### config.mk
export PLATFORM = sky130hd
export DESIGN_NAME = lcd_line_arbiter
export DESIGN_NICKNAME = d
export VERILOG_FILES = /design/src/rtl/lcd_pkg.sv /design/src/rtl/ms_tick_gen.sv /design/src/rtl/lcd_line_arbiter.sv
export SDC_FILE = /design/constraint.sdc
export NUM_CORES = 1
export LEC_CHECK = 0
export CAP_MARGIN = 20
export CORE_AREA = 2 2 406 408
export DETAILED_ROUTE_END_ITERATION = 7
export DIE_AREA = 0 0 408 410
export GPL_TIMING_DRIVEN = 1
export HOLD_SLACK_MARGIN = 0.15
export PLACE_DENSITY = 0.35
export SLEW_MARGIN = 20
export SYNTH_ARGS = -nofsm -noshare
export SYNTH_HDL_FRONTEND = slang
export SYNTH_HIERARCHICAL = 1
export SYNTH_SLANG_ARGS = --single-unit
### constraint.sdc
create_clock -name mclk -period 2.2 [get_ports mclk]
set_input_delay 0.66 -clock mclk [delete_from_list [all_inputs] [get_ports mclk]]
set_output_delay 0.66 -clock mclk [all_outputs]
set_load 0.03 [all_outputs]
### src/rtl/lcd_pkg.sv
// Shared LCD types and constants: line width, blank line, source indices,
// arbiter state encoding and small request-vector helpers.
package lcd_pkg;
   localparam int LCD_LINE_W = 128;
   localparam int LCD_NSRC   = 3;
   localparam logic [LCD_LINE_W-1:0] LCD_SPACE_LINE = {16{8'h20}};

   localparam logic [1:0] SRC_CLK = 2'd0;
   localparam logic [1:0] SRC_SET = 2'd1;
   localparam logic [1:0] SRC_ALM = 2'd2;

   typedef enum logic [1:0] {IDLE, HOLD, OWN} arb_state_t;

   typedef struct packed {
      logic [LCD_LINE_W-1:0] line_b;
      logic [LCD_LINE_W-1:0] line_a;
   } lcd_lines_t;

   // Highest set index; source 0 is the fallback when nothing is set.
   function automatic logic [1:0] top_req(input logic [LCD_NSRC-1:0] v);
      top_req = SRC_CLK;
      for (int j = 0; j < LCD_NSRC; j++)
         if (v[j]) top_req = 2'(j);
   endfunction

   function automatic logic [LCD_NSRC-1:0] onehot(input logic [1:0] idx);
      onehot = 3'b001 << idx;
   endfunction

   // Sources strictly above idx in priority.
   function automatic logic [LCD_NSRC-1:0] above_mask(input logic [1:0] idx);
      above_mask = 3'b110 << idx;
   endfunction
endpackage

### src/rtl/ms_tick_gen.sv
// Free-running 1 ms strobe: one-cycle pulse every MFREQ_KHZ mclk cycles.
module ms_tick_gen #(
   parameter int MFREQ_KHZ = 1
) (
   input  logic mclk,
   input  logic rst,
   output logic tick
);
   localparam int CW = (MFREQ_KHZ > 1) ? $clog2(MFREQ_KHZ) : 1;

   logic [CW-1:0] tick_cnt;

   assign tick = (tick_cnt == CW'(MFREQ_KHZ - 1));

   always_ff @(posedge mclk or negedge rst) begin
      if (!rst)      tick_cnt <= '0;
      else if (tick) tick_cnt <= '0;
      else           tick_cnt <= tick_cnt + 1'b1;
   end
endmodule

### src/rtl/lcd_line_arbiter.sv
// Grants the two LCD lines to one of three sources with a minimum hold time.
// Optional ownership timeout with per-source lockout: define LCD_ARB_TIMEOUT_EN.
module lcd_line_arbiter
   import lcd_pkg::*;
#(
   parameter int MFREQ_KHZ  = 1,
   parameter int HOLD_MS    = 500,
   parameter int TIMEOUT_MS = 10000
) (
   input  logic                        mclk,
   input  logic                        rst,
   input  logic [LCD_NSRC-1:0]         req,
   input  logic [LCD_NSRC-1:0]         wr,
   input  logic [2*LCD_NSRC*LCD_LINE_W-1:0] lines_in,
   output logic [LCD_NSRC-1:0]         gnt,
   output logic [LCD_LINE_W-1:0]       LineA,
   output logic [LCD_LINE_W-1:0]       LineB,
   output logic                        upd
);
   localparam logic [15:0] HOLD_W = 16'(HOLD_MS);

   logic                tick;
   logic [1:0]          owner, nxt_owner, pre, src;
   arb_state_t          state, nxt_state;
   logic [15:0]         hold_cnt, nxt_hold;
   logic [LCD_NSRC-1:0] elig;
   logic                timeout, revoke, chg, load;
   lcd_lines_t          lines_q;
   lcd_lines_t          src_lines [LCD_NSRC];

   ms_tick_gen #(.MFREQ_KHZ(MFREQ_KHZ)) u_tick (
      .mclk (mclk),
      .rst  (rst),
      .tick (tick)
   );

   for (genvar k = 0; k < LCD_NSRC; k++) begin : g_src
      assign src_lines[k] = lines_in[k*2*LCD_LINE_W +: 2*LCD_LINE_W];
   end

`ifdef LCD_ARB_TIMEOUT_EN
   localparam logic [15:0] TIMEOUT_W = 16'(TIMEOUT_MS);

   logic [15:0] own_cnt;
   logic [2:1]  lock;

   assign timeout = (owner != SRC_CLK) && (own_cnt >= TIMEOUT_W);
   assign elig    = req & {~lock, 1'b0};

   always_ff @(posedge mclk or negedge rst) begin
      if (!rst) begin
         own_cnt <= '0;
         lock    <= '0;
      end else begin
         if (chg)                           own_cnt <= '0;
         else if (tick && own_cnt != 16'hFFFF) own_cnt <= own_cnt + 16'd1;
         // A revoked source stays out until it has been seen idle once.
         for (int k = 1; k < LCD_NSRC; k++) begin
            if (revoke && owner == 2'(k)) lock[k] <= 1'b1;
            else if (!req[k])             lock[k] <= 1'b0;
         end
      end
   end
`else
   assign timeout = 1'b0;
   assign elig    = req & 3'b110;
`endif

   always_comb begin
      nxt_owner = owner;
      revoke    = 1'b0;
      pre       = top_req(elig & above_mask(owner));
      if (pre != SRC_CLK) begin
         nxt_owner = pre;
      end else if ((state == OWN && !req[owner]) || timeout) begin
         nxt_owner = top_req(elig & ~onehot(owner));
         revoke    = timeout;
      end
   end

   assign chg  = (nxt_owner != owner);
   assign load = chg || wr[owner];
   assign src  = chg ? nxt_owner : owner;

   always_comb begin
      nxt_hold = hold_cnt;
      if (chg)                                nxt_hold = '0;
      else if (tick && hold_cnt != 16'hFFFF)  nxt_hold = hold_cnt + 16'd1;
   end

   // State tracks "owner > 0 and hold time met" for the cycle after the edge.
   always_comb begin
      if (nxt_owner == SRC_CLK)     nxt_state = IDLE;
      else if (nxt_hold >= HOLD_W)  nxt_state = OWN;
      else                          nxt_state = HOLD;
   end

   always_ff @(posedge mclk or negedge rst) begin
      if (!rst) begin
         owner    <= SRC_CLK;
         gnt      <= 3'b001;
         state    <= IDLE;
         hold_cnt <= '0;
         lines_q  <= '{line_b: LCD_SPACE_LINE, line_a: LCD_SPACE_LINE};
         upd      <= 1'b0;
      end else begin
         owner    <= nxt_owner;
         gnt      <= onehot(nxt_owner);
         state    <= nxt_state;
         hold_cnt <= nxt_hold;
         upd      <= load;
         if (load) lines_q <= src_lines[src];
      end
   end

   assign LineA = lines_q.line_a;
   assign LineB = lines_q.line_b;
endmodule

; Word-level counts from Yosys, hierarchy flattened
; Cells that the tools add are included.
[op_classes]
addsub = 2
order_cmp = 3
eq_ne = 3
n_shift = 3
mux = 19
bitwise_logic = 5
n_reduce_logical = 6
[op_table]
columns = cell, count
row1 = binary-select mux 256 bit (select 2 bit), 1
row2 = 2-to-1 mux 256 bit, 2
row3 = 2-to-1 mux 16 bit, 2
row4 = "adder 16 x 1 -> 16 bit, second input constant", 1
row5 = ">= comparator 16 x 9 -> 1 bit, second input constant", 1
row6 = "inequality test 16 bit, second input constant", 1
row7 = 2-to-1 mux 2 bit, 7
row8 = bitwise AND 3 bit, 2
row9 = "left shift 1 x 2 -> 3 bit, first input constant", 2
row10 = 2-to-1 mux 1 bit, 5
row11 = binary-select mux 1 bit (select 2 bit), 2
row12 = ">= comparator 3 bit, second input constant", 1
row13 = "< comparator 2 x 3 -> 1 bit, second input constant", 1
row14 = inverter 2 -> 3 bit, 1
row15 = inverter 3 bit, 1
row16 = "left shift 3 x 2 -> 3 bit, first input constant", 1
row17 = "== test 2 bit, second input constant", 1
row18 = logical AND 1 bit, 2
row19 = logical NOT 2 bit, 1
row20 = inequality test 2 bit, 1
row21 = nonzero test 2 bit, 1
row22 = "adder 1 bit, second input constant", 1
row23 = logical NOT 1 bit, 1
row24 = logical OR 1 bit, 1
row25 = inverter 1 bit, 1
[word_totals]
ff_bits = 281
in_bits = 776
output_inout_bits = 260
wordCells = 49

; Longest topological paths before layout
; Gate-level depths: netlist of run 1.
[depth]
ltp_word = 13
ltp_mapped = 9
mapped_depth_nobuf = 7

; Cells and area by module
; The synthesis of run 1 kept the hierarchy.
[modules_own_cells]
columns = module, instances, cells_each, area_each_um2, seq_area_each_um2
row1 = lcd_line_arbiter, 1, 1315, 13342.8, 7048.0
row2 = ms_tick_gen, 1, 2, 11.3, 0.0

; Worst setup path after synthesis of run 1
; OpenSTA, ideal clock, no wires.
[synth_path]
path_type = input to register
from = input req[2]
to = register lines_q (netlist bit LineB[11])
setup_time_ps = 130
t_arrival_ps = 2015
t_required_ps = 2070
path_slack_ps = 55
path_stages = 9
n_path_buf = 3
path_cell_list = nand2b_1 a2bb2oi_2 o22ai_4 a311o_1 buf_2 buf_2 buf_2 nor2_1 a21oi_2
[synth_between]
elab_chain_len = 12
elab_cells_between_ends = 18
cone_classes = eq/ne: 1 / mux: 10 / bitwise: 3 / reduce/logical: 4
[synth_rtl]
columns = item, line_no
row1 = start: declaration, lcd_line_arbiter.sv:12  ; input logic [LCD_NSRC-1:0] req,
row2 = binary-select mux 1 bit (select 2 bit), lcd_line_arbiter.sv:75  ; end else if ((state == OWN && !req[owner]) || timeout) begin
row3 = 2-to-1 mux 1 bit (implied by the code), lcd_line_arbiter.sv:75
row4 = logical NOT 1 bit, lcd_line_arbiter.sv:75
row5 = logical AND 1 bit, lcd_line_arbiter.sv:75
row6 = 2-to-1 mux 2 bit, lcd_line_arbiter.sv:75
row7 = 2-to-1 mux 2 bit (*), lcd_line_arbiter.sv:73  ; if (pre != SRC_CLK) begin
row8 = inequality test 2 bit, lcd_line_arbiter.sv:81  ; assign chg = (nxt_owner != owner);
row9 = 2-to-1 mux 2 bit, lcd_line_arbiter.sv:83  ; assign src = chg ? nxt_owner : owner;
row10 = inverter 2 -> 3 bit (implied by the code), lcd_line_arbiter.sv:112  ; if (load) lines_q <= src_lines[src];
row11 = binary-select mux 256 bit (select 2 bit), lcd_line_arbiter.sv:112
row12 = 2-to-1 mux 256 bit (implied by the code) (2 in a row), lcd_line_arbiter.sv:112
row13 = end signal: assignment, lcd_line_arbiter.sv:104  ; lines_q <= '{line_b: LCD_SPACE_LINE, line_a: LCD_SPACE_LINE};
row14 = end signal: assignment, lcd_line_arbiter.sv:112
row15 = end: declaration, lcd_line_arbiter.sv:28  ; lcd_lines_t lines_q;
; Every way passes the cells marked *; elsewhere a longest branch is shown, timed or not. The select of a mux whose other input is x is not followed.
; A chain may end at the register's enable or synchronous reset.

; Final worst setup path of run 1
[layout_path]
from = register state[0]
to = register lines_q (netlist bit LineA[79])
[layout_between]
elab_chain_len = 10
elab_cells_between_ends = 11
cone_classes = eq/ne: 2 / mux: 6 / bitwise: 1 / reduce/logical: 2
[layout_rtl]
columns = item, line_no
row1 = start: declaration, lcd_line_arbiter.sv:24  ; arb_state_t state, nxt_state;
row2 = start signal: assignment, lcd_line_arbiter.sv:109  ; state <= nxt_state;
row3 = == test 2 bit (*), lcd_line_arbiter.sv:75
row4 = logical AND 1 bit (*), lcd_line_arbiter.sv:75
row5 = 2-to-1 mux 2 bit (*), lcd_line_arbiter.sv:75
row6 = 2-to-1 mux 2 bit (*), lcd_line_arbiter.sv:73
row7 = net nxt_owner[0], lcd_line_arbiter.sv:23  ; logic [1:0] owner, nxt_owner, pre, src;
row8 = inequality test 2 bit, lcd_line_arbiter.sv:81
row9 = 2-to-1 mux 2 bit, lcd_line_arbiter.sv:83
row10 = inverter 2 -> 3 bit (implied by the code), lcd_line_arbiter.sv:112
row11 = binary-select mux 256 bit (select 2 bit), lcd_line_arbiter.sv:112
row12 = 2-to-1 mux 256 bit (implied by the code) (2 in a row), lcd_line_arbiter.sv:112
; The timed path passes the listed nets; every way through them passes the cells marked *. The select of a mux whose other input is x is not followed.

==> results of run 1 <==
[sequential cells by signal, indices dropped and copies added (netlist names)]
name,cells
hold_cnt,16
LineB,128
owner,2
gnt,3
upd,1
LineA,128
state,2
[report_power, final]
group / total, mW / internal (mW) / switching, mW
clock network: 7.39 / 4.54 / 2.84
registers: 6.99 / 6.31 / 0.683
logic: 8.42 / 3.53 / 4.89
[cell usage after synthesis, drive strengths merged]
cell type    n  area [um^2]
nor2       278         1040
a21oi      264         1440
a222oi     256         2560
dfrtp      247         6180
clkbuf      88          330
buf         62          315
dfstp       33          867
nand2       12         45.0
nor3        12         65.1
nand3        7         40.0
nor4         7         43.8
xor2         7         61.3
nand4        6         43.8
xnor2        6         52.6
inv          4         15.0
a31oi        3         18.8
nand2b       3         21.3
or2          3         18.8
o21ai        2         10.0
a21boi       1         7.51
a2bb2oi      1         15.0
a311o        1         10.0
a311oi       1         15.0
a32o         1         10.0
a41oi        1         8.76
conb         1         3.75
ha           1         12.5
mux2i        1         10.0
nand3b       1         7.51
nand4bb      1         11.3
nor2b        1         13.8
o211a        1         10.0
o22ai        1         20.0
o32ai        1         8.76
or3          1         6.26
or4          1         11.3
[layout make-up]
cell class                 count  area (um^2)  share of cell area
antenna                       16         40.0             0.00137
sequential                   280         7050               0.242
timing repair buffer        1236        12100               0.416
tap                         2189         2740              0.0940
multi-input combinational    883         5710               0.196
clock buffer                  62         1260              0.0432
inverter                       4         15.0            0.000515
clock inverter                15          213             0.00730
[routing by layer]
layer	vias to the layer above	GRT usage	part of all wire
met4	44	0.0302	0.027
met2	1015	0.234	0.48
met5	-	0	0.0025
met3	294	0.0566	0.11
met1	8317	0.164	0.38
li1	7552	-	-
[worst max-delay path: cells and delay by family (launching register included)]
kind            cells  cell delay, ns
simple gates        2            0.23
compound gates      4            0.95
flops               1            0.36
buf+inv             3            0.57
[worst max path at each step]
stage,start,end,slack (ns)
3_5_place_dp,req[2],LineA[123]$_DFFE_PN0P_,-0.69
3_3_place_gp,req[2],LineA[79]$_DFFE_PN0P_,-0.69
2_1_floorplan,req[2],LineB[11]$_DFFE_PN0P_,0.06
5_1_grt,state[0]$_DFF_PN0_,LineA[79]$_DFFE_PN0P_,-0.12
4_1_cts,state[0]$_DFF_PN0_,LineA[103]$_DFFE_PN0P_,-0.04
6_report,state[0]$_DFF_PN0_,LineA[79]$_DFFE_PN0P_,-0.06
[placed cells by master (no fill, tap or decap), drive strengths merged, types with 7 or more instances in the layout]
master	Yosys	layout
nor2	278	278
clkbuf	88	63
a222oi	256	256
dfstp	33	33
nor3	12	12
xor2	7	7
nand2	12	12
nand3	7	7
nor4	7	7
dlygate4sd2	0	188
a21oi	264	264
clkinv	0	8
clkdlybuf4s50	0	771
clkdlybuf4s15	0	38
buf	62	236
dfrtp	247	247
diode	0	16
[repair_timing]
item,in CTS,in global routing
buffers inserted,6,5
resized for setup,313,23
setup endpoints to repair,256,84
hold endpoints to repair,16,0
cloned,1,1
hold buffers,1,0
pin swaps,4,19
[cells by family after synthesis]
logic type / after synthesis / synth area share
AO/OA/AOI/OAI: 534 / 0.310
XOR/XNOR: 13 / 0.00853
adder cells (fa/ha/maj): 1 / 0.000937
buffers and inverters: 154 / 0.0495
flip-flops: 280 / 0.528
multiplexers: 1 / 0.000750
other: 1 / 0.000281
AND/OR/NAND/NOR: 333 / 0.103
[stage by stage]
step,std cells,util,cell area (um^2)
final,4685,0.178,29100
after global routing,4672,0.178,29100
after CTS,4665,0.177,29000
after detailed placement,4580,0.169,27600
after global placement,4580,0.169,27600
after floorplan,1317,-,13400
==> impl_metrics.env, run 1 <==
export IMPL_setup_ws_ns=-0.0592
export IMPL_netlist_area_um2=13400
export IMPL_htreeDepth=2
export IMPL_worstPathArrival_ns=2.74
export IMPL_post_drt_wl_per_cell_um=26.1
export IMPL_clock_latency_ns=0.60
export IMPL_row_count=149
export IMPL_drt_iter0_markers=2141
export IMPL_cts_made_buffers=43
export IMPL_fp_coreArea_um2=163000
export IMPL_num_vias=17200
export IMPL_worst_r2r_cell_count=9
export IMPL_ys_seq_area_frac=0.528
export IMPL_power_mw=22.8
export IMPL_port_buffer_count=1034
export IMPL_whs_ns=0.499
export IMPL_gr_total_overflow=0
export IMPL_cts_tree="yes"
export IMPL_crit_slowest_cell="a222oi_1"
export IMPL_start_util=0.0817
export IMPL_die_area_um2=167000
export IMPL_max_freq_mhz=443
export IMPL_antenna_found_initial=133
export IMPL_final_setup_viol_count=3
export IMPL_power_per_cell_area_nw_per_um2=783
export IMPL_synthCells=1317
export IMPL_irDropWorstVdd_mv=0.431
export IMPL_dr_pass1_iters=8
export IMPL_maxCapViolations=0
export IMPL_p_leak_nw=11.0
export IMPL_cts_buffer_depth=3
export IMPL_hold_path_depth=2
export IMPL_grt_pass1_vias=17000
export IMPL_fin_crit_ns=2.26
export IMPL_r2r_slack_ns=-0.06
export IMPL_finalCritPeriodShare=1.03
export IMPL_finalSetupTns_ns=-0.0756
export IMPL_clkSinkCount=280
export IMPL_hold_start="LineB[5]$_DFFE_PN1P_"
export IMPL_gr_usage_all_layers=0.139
export IMPL_synth_seq_cells=280
export IMPL_hold_class="flop to flop"
export IMPL_synth_nets=2094
export IMPL_clk_pin_slew_worst_paths_ns=0.06
export IMPL_grt_setup_unrepaired="true"
export IMPL_fillers=18300
export IMPL_path_class="flop to flop"
export IMPL_grt_max_degree=67
export IMPL_clock_skew_ns=0.0297
export IMPL_finalHoldViolations=0
export IMPL_drc_errors=4
export IMPL_crit_chain="nand2b_4, a21oi_4, a32o_2, nor2_4, buf_12, buf_8, a222oi_1, buf_4, a21oi_1"
export IMPL_final_antenna_net_count=0
export IMPL_area_delta_synth_final_pct=118
export IMPL_violations="DRC, setup timing"
export IMPL_yosysWarnings=6
export IMPL_dp_worst_setup_slack_ns=-0.694
export IMPL_grt_pass1_wl_um=159000
export IMPL_critPathMaxFanout=33
export IMPL_die_w_um=408
export IMPL_r2r_end="LineA[79]$_DFFE_PN0P_"
export IMPL_cpPeakStageDelay_ns=0.56
export IMPL_worst_slew_pin_slew_ns=0.564
export IMPL_hold_end="LineB[5]$_DFFE_PN1P_"
export IMPL_synth_distinct_cells=45
export IMPL_layout_drive_gt1_share=0.172
export IMPL_layout_nets=3225
export IMPL_slew_viol_final=0
export IMPL_dieHeight_um=410
export IMPL_hpwl_um=102000
export IMPL_cp_end_kind="flop"
export IMPL_cp_start_kind="flop"
export IMPL_via_per_inst=3.68
export IMPL_ios=1036
export IMPL_synth_avg_cell_area_um2=10.1
export IMPL_slew_headroom=0.624
export IMPL_wl_um=122000
export IMPL_status="complete, but fails checks"
export IMPL_root_buffer="clkbuf_16"
export IMPL_cp_required_ns=2.68
export IMPL_gp_congestion=0.881
export IMPL_r2r_start="state[0]$_DFF_PN0_"
Power figures use the tool's default switching activity.
==> inputs of run 2 (changes only) <==
--- a/config.mk
+++ b/config.mk
@@ -11,7 +11,6 @@
 export DIE_AREA = 0 0 408 410
 export GPL_TIMING_DRIVEN = 1
 export HOLD_SLACK_MARGIN = 0.15
-export PLACE_DENSITY = 0.35
 export SLEW_MARGIN = 20
 export SYNTH_ARGS = -nofsm -noshare
 export SYNTH_HDL_FRONTEND = slang
==> impl_metrics.env, run 2 (synthesized netlist as in run 1, its figures left out) <==
export IMPL_clock_latency_ns=0.64
export IMPL_max_freq_mhz=456
export IMPL_hpwl_um=122000
export IMPL_via_per_inst=3.84
export IMPL_worst_r2r_cell_count=8
export IMPL_status="complete, but fails checks"
export IMPL_dp_cells=4573
export IMPL_clk_pin_slew_worst_paths_ns=0.05
export IMPL_crit_chain="nand2b_4, a21boi_2, nor3_4, buf_12, buf_12, buf_12, a222oi_1, a21oi_1"
export IMPL_layout_nets=3222
export IMPL_register_area_um2=7050
export IMPL_cts_tree="yes"
export IMPL_gr_usage_all_layers=0.158
export IMPL_crit_slowest_cell="a222oi_1"
export IMPL_power_share_sequential=0.307
export IMPL_grt_pass1_vias=17200
export IMPL_clkSinkCount=280
export IMPL_comb_power_share=0.384
export IMPL_fillers=18300
export IMPL_layout_drive_gt1_share=0.183
export IMPL_cts_buffer_depth=3
export IMPL_p_sw_frac=0.386
export IMPL_dr_pass1_iters=8
export IMPL_hold_path_depth=2
export IMPL_finalCritPeriodShare=0.997
export IMPL_r2r_end="LineA[108]$_DFFE_PN0P_"
export IMPL_drc_errors=21
export IMPL_p_sw_mw=8.86
export IMPL_num_vias=18100
export IMPL_finalHoldViolations=0
export IMPL_antenna_found_initial=157
export IMPL_area_delta_synth_final_pct=118
export IMPL_fp_coreArea_um2=163000
export IMPL_gp_congestion=0.978
export IMPL_irDropWorstVdd_mv=0.483
export IMPL_htreeDepth=2
export IMPL_drt_iter0_markers=3004
export IMPL_slew_viol_final=0
export IMPL_wl_um=141000
export IMPL_dpl_cell_area_um2=27500
export IMPL_start_util=0.0817
export IMPL_cpPeakStageDelay_ns=0.51
export IMPL_final_common_cell="clkdlybuf4s50_1"
export IMPL_worst_slew_pin_slew_ns=0.625
export IMPL_final_antenna_net_count=0
export IMPL_p_int_mw=14.1
export IMPL_die_area_um2=167000
export IMPL_port_buffer_count=1034
export IMPL_grt_setup_unrepaired="true"
export IMPL_finalSetupTns_ns=0
export IMPL_design_area_um2=29100
export IMPL_p_leak_nw=11.0
export IMPL_post_drt_wl_per_cell_um=29.9
export IMPL_violations="DRC"
export IMPL_r2r_start="state[1]$_DFF_PN0_"
export IMPL_grt_max_degree=48
export IMPL_row_count=149
export IMPL_maxCapViolations=0
export IMPL_path_class="flop to flop"
export IMPL_worstPathArrival_ns=2.63
export IMPL_final_setup_viol_count=0
export IMPL_cp_required_ns=2.64
export IMPL_layout_common_cells="771 x clkdlybuf4s50_1, 276 x nor2_1, 256 x a222oi_1, 244 x dfrtp_1, 230 x a21oi_1"
export IMPL_root_buffer="clkbuf_16"
export IMPL_cp_end_kind="flop"
export IMPL_power_mw=22.9
export IMPL_r2r_slack_ns=0.006
export IMPL_cp_start_kind="flop"
export IMPL_dieHeight_um=410
export IMPL_hold_start="req[1]"
export IMPL_stdcell_count=4711
export IMPL_grt_pass1_wl_um=175000
export IMPL_ios=1036
export IMPL_clock_skew_ns=0.0603
export IMPL_hold_class="input port to flop"
export IMPL_cts_made_buffers=41
export IMPL_fin_crit_ns=2.19
export IMPL_slew_headroom=0.583
export IMPL_multi_input_area_um2=5710
export IMPL_gr_total_overflow=0
export IMPL_cp_common_cell="buf_12"
export IMPL_clockPowerShare=0.309
export IMPL_critPathMaxFanout=33
export IMPL_die_w_um=408
export IMPL_whs_ns=0.484
export IMPL_hold_end="owner[0]$_DFF_PN0_"
export IMPL_power_per_cell_area_nw_per_um2=787
==> run 2: cell types whose count changed in the layout (fill, tap and decap cells not counted), moves of 12 or more <==
| cell | before | now |
|---|---|---|
| clkdlybuf4s15_2 | 32 | 20 |
| dlygate4sd2_1 | 188 | 156 |
| buf_4 | 191 | 225 |
| diode_2 | 16 | 46 |
==> run 2: layout make-up <==
type | instances | area share
Clock buffer | 57 | 0.0397
Clock inverter | 17 | 0.00910
Multi-Input combinational cell | 883 | 0.196
Sequential cell | 280 | 0.242
Inverter | 4 | 0.000515
Timing Repair Buffer | 1235 | 0.415
Antenna cell | 46 | 0.00395
Tap cell | 2189 | 0.0940
==> run 2: power by group through the flow <==
stage	combinational, mW	sequential, mW	clock, mW
floorplan	1.78	9.01	0
global placement	9.14	7.09	0
detailed placement	9.17	7.12	0
CTS	8.76	7.03	7.35
global route	9.36	7.17	7.50
finish	8.82	7.04	7.08
==> run 2: worst max-delay path by stage <==
stage                      startpoint                endpoint  slack (ns)  cells past startpoint
2_1_floorplan                  req[2]   LineB[11]$_DFFE_PN0P_        0.06                      9
3_3_place_gp                   req[2]  LineB[107]$_DFFE_PN0P_       -0.73                      9
3_5_place_dp                   req[2]  LineA[103]$_DFFE_PN0P_       -0.72                     10
4_1_cts        LineB[125]$_DFFE_PN1P_              LineB[125]      0.0004                      1
5_1_grt            state[0]$_DFF_PN0_   LineA[96]$_DFFE_PN0P_       -0.05                     10
6_report           state[1]$_DFF_PN0_  LineA[108]$_DFFE_PN0P_       0.006                      8
==> run 2: metal layers <==
metal	routed length (um)	track usage	vias to the layer above
li1	-	-	7579
met1	51000	0.177	8785
met2	65500	0.257	1380
met3	18000	0.0759	321
met4	5830	0.0644	42
met5	285	0	-
==> run 2: what timing repair did <==
action | 4_1_cts | 5_1_grt
endpoints found under the hold margin | 17 | 0
hold buffers | 1 | 0
resized for setup | 249 | 24
pin swaps | 6 | 24
cloned | 1 | 4
setup endpoints to repair | 209 | 107
buffers inserted | 6 | 7
==> run 2: metrics by stage <==
stage	util	setup WS, ns
finish	0.178	0.00637
global route	0.178	-0.0546
CTS	0.176	0.000392
detailed placement	0.168	-0.722
global placement	0.168	-0.726
floorplan	-	0.0550
==> run 2: critical path, delay by kind of cell, from the launching register on <==
kind,cells,cell delay [ns]
compound gates,3,0.84
buf+inv,3,0.53
flops,1,0.39
simple gates,2,0.17
